### src/rtl/pipe_skid_reg.sv
// pipe_skid_reg: registered valid/ready stage with a one-entry skid buffer
// and synchronous flush, placed after the 2:1 datapath mux.
//
// Ports:
//   CLK, CLRN           clock, async active-low reset
//   D, IN_VALID         upstream word and its valid
//   IN_READY            stage can accept (decoded from state only)
//   FLUSH               synchronous discard of held entries
//   Q, OUT_VALID        registered output word and valid
//   OUT_READY           downstream accepts Q
//   STALL_CNT           saturating stall counter (PIPE_SKID_STALL_CNT_EN)
//
// Optional feature macro: PIPE_SKID_STALL_CNT_EN
module pipe_skid_reg #(
   parameter int WIDTH = 32
) (
   input  logic             CLK,
   input  logic             CLRN,
   input  logic [WIDTH-1:0] D,
   input  logic             IN_VALID,
   output logic             IN_READY,
   input  logic             FLUSH,
   output logic [WIDTH-1:0] Q,
   output logic             OUT_VALID,
   input  logic             OUT_READY
`ifdef PIPE_SKID_STALL_CNT_EN
   ,
   output logic [15:0]      STALL_CNT
`endif
);

   typedef enum logic [1:0] {
      EMPTY = 2'd0,
      ONE   = 2'd1,
      TWO   = 2'd2
   } state_t;

   state_t           state_q;
   state_t           state_d;
   logic [WIDTH-1:0] m_q;
   logic [WIDTH-1:0] s_q;
   logic             load_m_d;
   logic             load_m_s;
   logic             load_s_d;
   logic             in_fire;
   logic             out_fire;

   // Handshake outputs come straight from the state register, so no
   // combinational path exists from OUT_READY to IN_READY.
   assign OUT_VALID = (state_q != EMPTY);
   assign IN_READY  = (state_q != TWO);
   assign Q         = m_q;

   assign in_fire  = IN_VALID & IN_READY;
   assign out_fire = OUT_VALID & OUT_READY;

   always_comb begin
      state_d  = state_q;
      load_m_d = 1'b0;
      load_m_s = 1'b0;
      load_s_d = 1'b0;
      if (FLUSH) begin
         // Flush wins over any concurrent fire; data regs keep stale values.
         state_d = EMPTY;
      end else begin
         unique case (state_q)
            EMPTY: begin
               if (in_fire) begin
                  load_m_d = 1'b1;
                  state_d  = ONE;
               end
            end
            ONE: begin
               if (in_fire && out_fire) begin
                  load_m_d = 1'b1;
               end else if (in_fire) begin
                  load_s_d = 1'b1;
                  state_d  = TWO;
               end else if (out_fire) begin
                  state_d = EMPTY;
               end
            end
            TWO: begin
               if (out_fire) begin
                  load_m_s = 1'b1;
                  state_d  = ONE;
               end
            end
            default: state_d = EMPTY;
         endcase
      end
   end

   always_ff @(posedge CLK or negedge CLRN) begin
      if (!CLRN) begin
         state_q <= EMPTY;
         m_q     <= '0;
         s_q     <= '0;
      end else begin
         state_q <= state_d;
         if (load_m_d) begin
            m_q <= D;
         end else if (load_m_s) begin
            m_q <= s_q;
         end
         if (load_s_d) begin
            s_q <= D;
         end
      end
   end

`ifdef PIPE_SKID_STALL_CNT_EN
   logic [15:0] stall_q;

   always_ff @(posedge CLK or negedge CLRN) begin
      if (!CLRN) begin
         stall_q <= '0;
      end else if (FLUSH) begin
         stall_q <= '0;
      end else if (OUT_VALID && !OUT_READY && (stall_q != 16'hFFFF)) begin
         stall_q <= stall_q + 16'd1;
      end
   end

   assign STALL_CNT = stall_q;
`endif

endmodule

### config.mk
export PLATFORM = sky130hd
export DESIGN_NAME = pipe_skid_reg
export DESIGN_NICKNAME = d
export VERILOG_FILES = /design/src/rtl/pipe_skid_reg.sv
export SDC_FILE = /design/constraint.sdc
export NUM_CORES = 1
export LEC_CHECK = 0
export BUFFER_PORTS_ARGS = -buffer_cell sky130_fd_sc_hd__buf_4
export CORE_MARGIN = 1.5
export CORE_UTILIZATION = 30
export CTS_BUF_LIST = sky130_fd_sc_hd__clkbuf_16
export DETAILED_ROUTE_END_ITERATION = 10
export PLACE_DENSITY_LB_ADDON = 0.15
export SLEW_MARGIN = 15
export SYNTH_ARGS = -nofsm -noshare
export SYNTH_HDL_FRONTEND = slang
export SYNTH_SLANG_ARGS = --single-unit
### constraint.sdc
create_clock -name CLK -period 1.4 [get_ports CLK]
set_clock_uncertainty 0.05 [all_clocks]
set_input_delay 0.42 -clock CLK [delete_from_list [all_inputs] [get_ports CLK]]
set_output_delay 0.42 -clock CLK [all_outputs]
set_load 0.01 [all_outputs]
# Word-level counts from Yosys, hierarchy flattened
# Index checks and enable logic that the tools add are counted.
# classes
n_eq_ne	7
muxes	19
bitwise_logic	2
n_reduce_logical	5
# ops
op	count
$mux W32	2
$mux W2	6
$mux W1	9
$ne A3 B3 Y1 const B	3
$pmux W2 S3	1
$ne A4 B4 Y1 const B	1
$reduce_and A4 Y1	1
$reduce_bool A2 Y1	2
$and A1 B1 Y1	2
$eq A2 B1 Y1 const B	1
$eq A2 B2 Y1 const B	1
$logic_not A2 Y1	1
$ne A2 B2 Y1 const B	1
$pmux W1 S2	1
$logic_and A1 B1 Y1	1
# totals
reg_bits	66
elab_cells	36

# Longest topological paths before layout
# logic_depth
ltp_word	7
depth_mapped	5
mapped_depth_nobuf	3

# Least setup slack after synthesis
# No wires, ideal clock.
# synth_path
path_type	input-to-reg
startpoint	in OUT_READY
endpoint	reg m_q[0] (netlist: Q[0])
setup_time_ns	0.126
t_arrival_ns	1.289
t_required_ns	1.224
path_slack_ns	-0.065
stages	5
path_cell_list	nand2b_1 and2_4 buf_6 buf_6 a221o_1
# synth_between
elab_chain_len	6
elab_cells_between_ends	10
cone_classes	7 x mux; 1 x bitwise; 2 x reduce/logical
# synth_rtl
item	line	rtl
from (decl)	25	input logic OUT_READY
$and A1 B1 Y1 *	55	assign out_fire = OUT_VALID & OUT_READY;
$logic_and A1 B1 Y1	74	if (in_fire && out_fire) begin
$mux W1	74	
$pmux W1 S2	66	unique case (state_q)
$mux W1	62	if (FLUSH) begin
$mux W32 or $reduce_bool A2 Y1 (tied branches)	n/a	
to (signal assigned)	104	m_q <= s_q;
to (decl)	40	logic [WIDTH-1:0] m_q;
# Every way passes the cells marked *; elsewhere a longest branch is shown, timed or not.
# A chain may end at the register's enable or synchronous reset.

# Final worst setup path
# layout_path
startpoint	reg state_q[1]
endpoint	out OUT_VALID
# layout_between
elab_chain_len	1
# layout_rtl
item	line	rtl
from (decl)	38	state_t state_q;
from (signal assigned)	100	state_q <= state_d;
$reduce_bool A2 Y1	50	assign OUT_VALID = (state_q != EMPTY);
to (decl)	24	output logic OUT_VALID,
# Every way passes these cells.

==> reports/metrics.cfg <==
[global_route]
grt_pass1_vias = 2042
antenna_found_initial = 0
grt_pass1_wl_um = 11300
grt_use_total_pct = 14.81
grt_overflow = 0
grt_max_degree = 67

[timing]
hold_viol = 0
setup_viol = 66
grt_setup_unrepaired = true
post-route-min-period_ps = 1689
fin_crit_sh_pct = 120.6
worst_pin_slew_ps = 403.3
fin_worst_hold_slack_ps = 35.49
worst_slack_ps = -289.0
fmax_mhz = 592.1
maxSlewHeadroom_pct = 73.11
maxSlewViolCount = 0

[routing]
vias = 1943
drt-total-wl_um = 7132
first_pass_iters = 4
drtAntennaViolNets = 0
first_iter_violations = 85
route.detailed.drc = 0
wl_per_cell_um = 16.98
routed_via_density = 4.626

[floorplan]
initial_core_util_pct = 31.32
num_io_pins = 71
rows = 35
die_w_um = 101.9
core_region_area_sq_mm = 0.009371
die_h_um = 101.9
die_area_sq_mm = 0.01039

[synthesis]
yosysWarnings = 0
syn_inst = 189
ys_ff_latch = 66
ys_seq_area_share_pct = 56.27
avgSynthCellArea_sq_um = 15.53
synth-xor-area-share_pct = 0
synthDistinctLibCells = 18
synthSimpleGateAreaFrac_pct = 11.00
synthesis.area_sq_mm = 0.002935
synth-compound-area-share_pct = 11.72
synth_top_family_by_area = multiplexers
synthAdderAreaFrac_pct = 0
synth_mux_area_share_pct = 16.67
synth_nets = 226

[hold_path]
hold_class = primary input to asynchronous set/reset pin

[placed_design]
gp_congestion = 0.6476
io_buffers = 70
place_inst = 386
pre_cts_slack_ps = -548.8
dpl.hpwl_um = 3837

[cells_and_area]
final_common_cell = buf_4
diodes = 0
nets = 323
syn2layout_area_growth_pct = 46.50
stdcell_count = 420
mostFrequentLayoutCells = buf_4, dfrtp_1, and2_2, a221o_1, mux2_4
drive_above_1_share_pct = 64.95

[clocking]
ctsHtreeMaxLevel = 3
ctsHoldBuffers = 0
numCtsBuffers = 9
clock-root-buffer = clkbuf_16
cts.sinks = 66
cts_tree = done
clk_latency_ps = 320
path_clk_slew_ps = 50
clk_path_buf_depth = 2

[critical_path]
r2r-end = s_q[26]
crit_path_max_incr_delay_ps = 430
cp_cell_sequence = buf_6 -> or2_4 -> buf_6
path_max_fanout = 3
r2r_slack_ps = -270
critical_path.most_common_cell = buf_6
endpoint_kind = output pin
arrival_ps = 1220
criticalPathCategory = flip-flop to output pin
critPathRequiredTime_ps = 930
rr_worst_depth = 6
critical_path.slowest_cell = dfrtp_2
start_kind = flip-flop
r2r-start = state_q[0]

[outcome]
failed_checks = negative setup slack
status = finished, violations left

[pwr]
power_density_mw_per_mm2 = 1466
peakVddDrop_uv = 537.4
leakagePower_nw = 2.122

[run]
maxCapViolCount = 0

[where the power goes]
group / switching [mW] / leakage (nW) / internal (mW) / total, mW
clock network: 0.799 / 0.154 / 1.54 / 2.34
logic: 0.448 / 1.16 / 0.898 / 1.35
registers: 0.247 / 0.813 / 2.37 / 2.62
[timing repair]
item / CTS / global route
cloned: 5 / 0
setup endpoints to repair: 66 / 67
setup buffers: 11 / 2
gates resized for setup: 23 / 2
pin swaps: 1 / 1
[layout make-up]
type	count	area, sq um
Fill cell	878	5071
Sequential cell	66	1653
Multi-Input combinational cell	111	1230
Timing Repair Buffer	98	945.9
Clock buffer	9	225.2
Tap cell	129	161.4
Clock inverter	7	85.08
[metrics by stage]
step	setup TNS, ps	area [sq um]	power, mW	utilization (%)
global placement	-28340	3631	3.871	38.75
finish	-14340	4300	6.303	45.89
detailed placement	-28170	3631	3.882	38.75
CTS	-15520	4278	6.371	45.65
floorplan	-1639	2944	3.331	-
global route	-17780	4300	6.642	45.89
[sequential cells by signal (all words and copies together), names as in the netlist]
| name | flops |
|---|---|
| Q | 32 |
| s_q | 32 |
| state_q | 2 |
[critical path, delay by kind of cell (launching register included)]
family | cells | cell delay [ps]
simple gates | 1 | 220
buf+inv | 2 | 250
flops | 1 | 430
[metal layers]
| metal | vias to the layer above | wire, um | track usage [%] |
|---|---|---|---|
| li1 | 909 | - | - |
| met1 | 983 | 3425 | 21.37 |
| met2 | 45 | 3296 | 21.64 |
| met3 | 6 | 335 | 3.762 |
| met4 | 0 | 74 | 5.058 |
| met5 | - | 0 | 0 |
[worst max-delay path by stage]
stage	end	slack, ps	start	cells after the start
finish	OUT_VALID	-290	state_q[1]	3
detailed placement	Q[23]	-550	FLUSH	4
global placement	Q[16]	-530	FLUSH	4
CTS	OUT_VALID	-300	state_q[1]	3
global route	OUT_VALID	-330	state_q[0]	3
floorplan	s_q[10]	-30	state_q[1]	4
[cell usage after synthesis]
master	count	area [sq um]
nand2b_1	2	12.51
or3_2	1	7.510
and2_2	32	240.2
a21oi_2	1	8.760
mux2i_1	2	20.02
buf_6	10	112.6
mux2_1	3	33.78
buf_2	3	15.01
nor2b_1	1	6.260
nor3b_4	1	18.77
dfrtp_1	66	1652
o31ai_1	2	15.01
or2_2	1	6.260
a221o_1	32	320.3
and4bb_4	1	16.27
mux2_4	29	435.4
and2_4	1	8.760
nand2_2	1	6.260
[kinds of logic after synthesis]
logic type             after synthesis
AO/OA/AOI/OAI                       35
buffers and inverters               13
flip-flops                          66
multiplexers                        34
AND/OR/NAND/NOR                     41
Power figures use the tool's default switching activity.
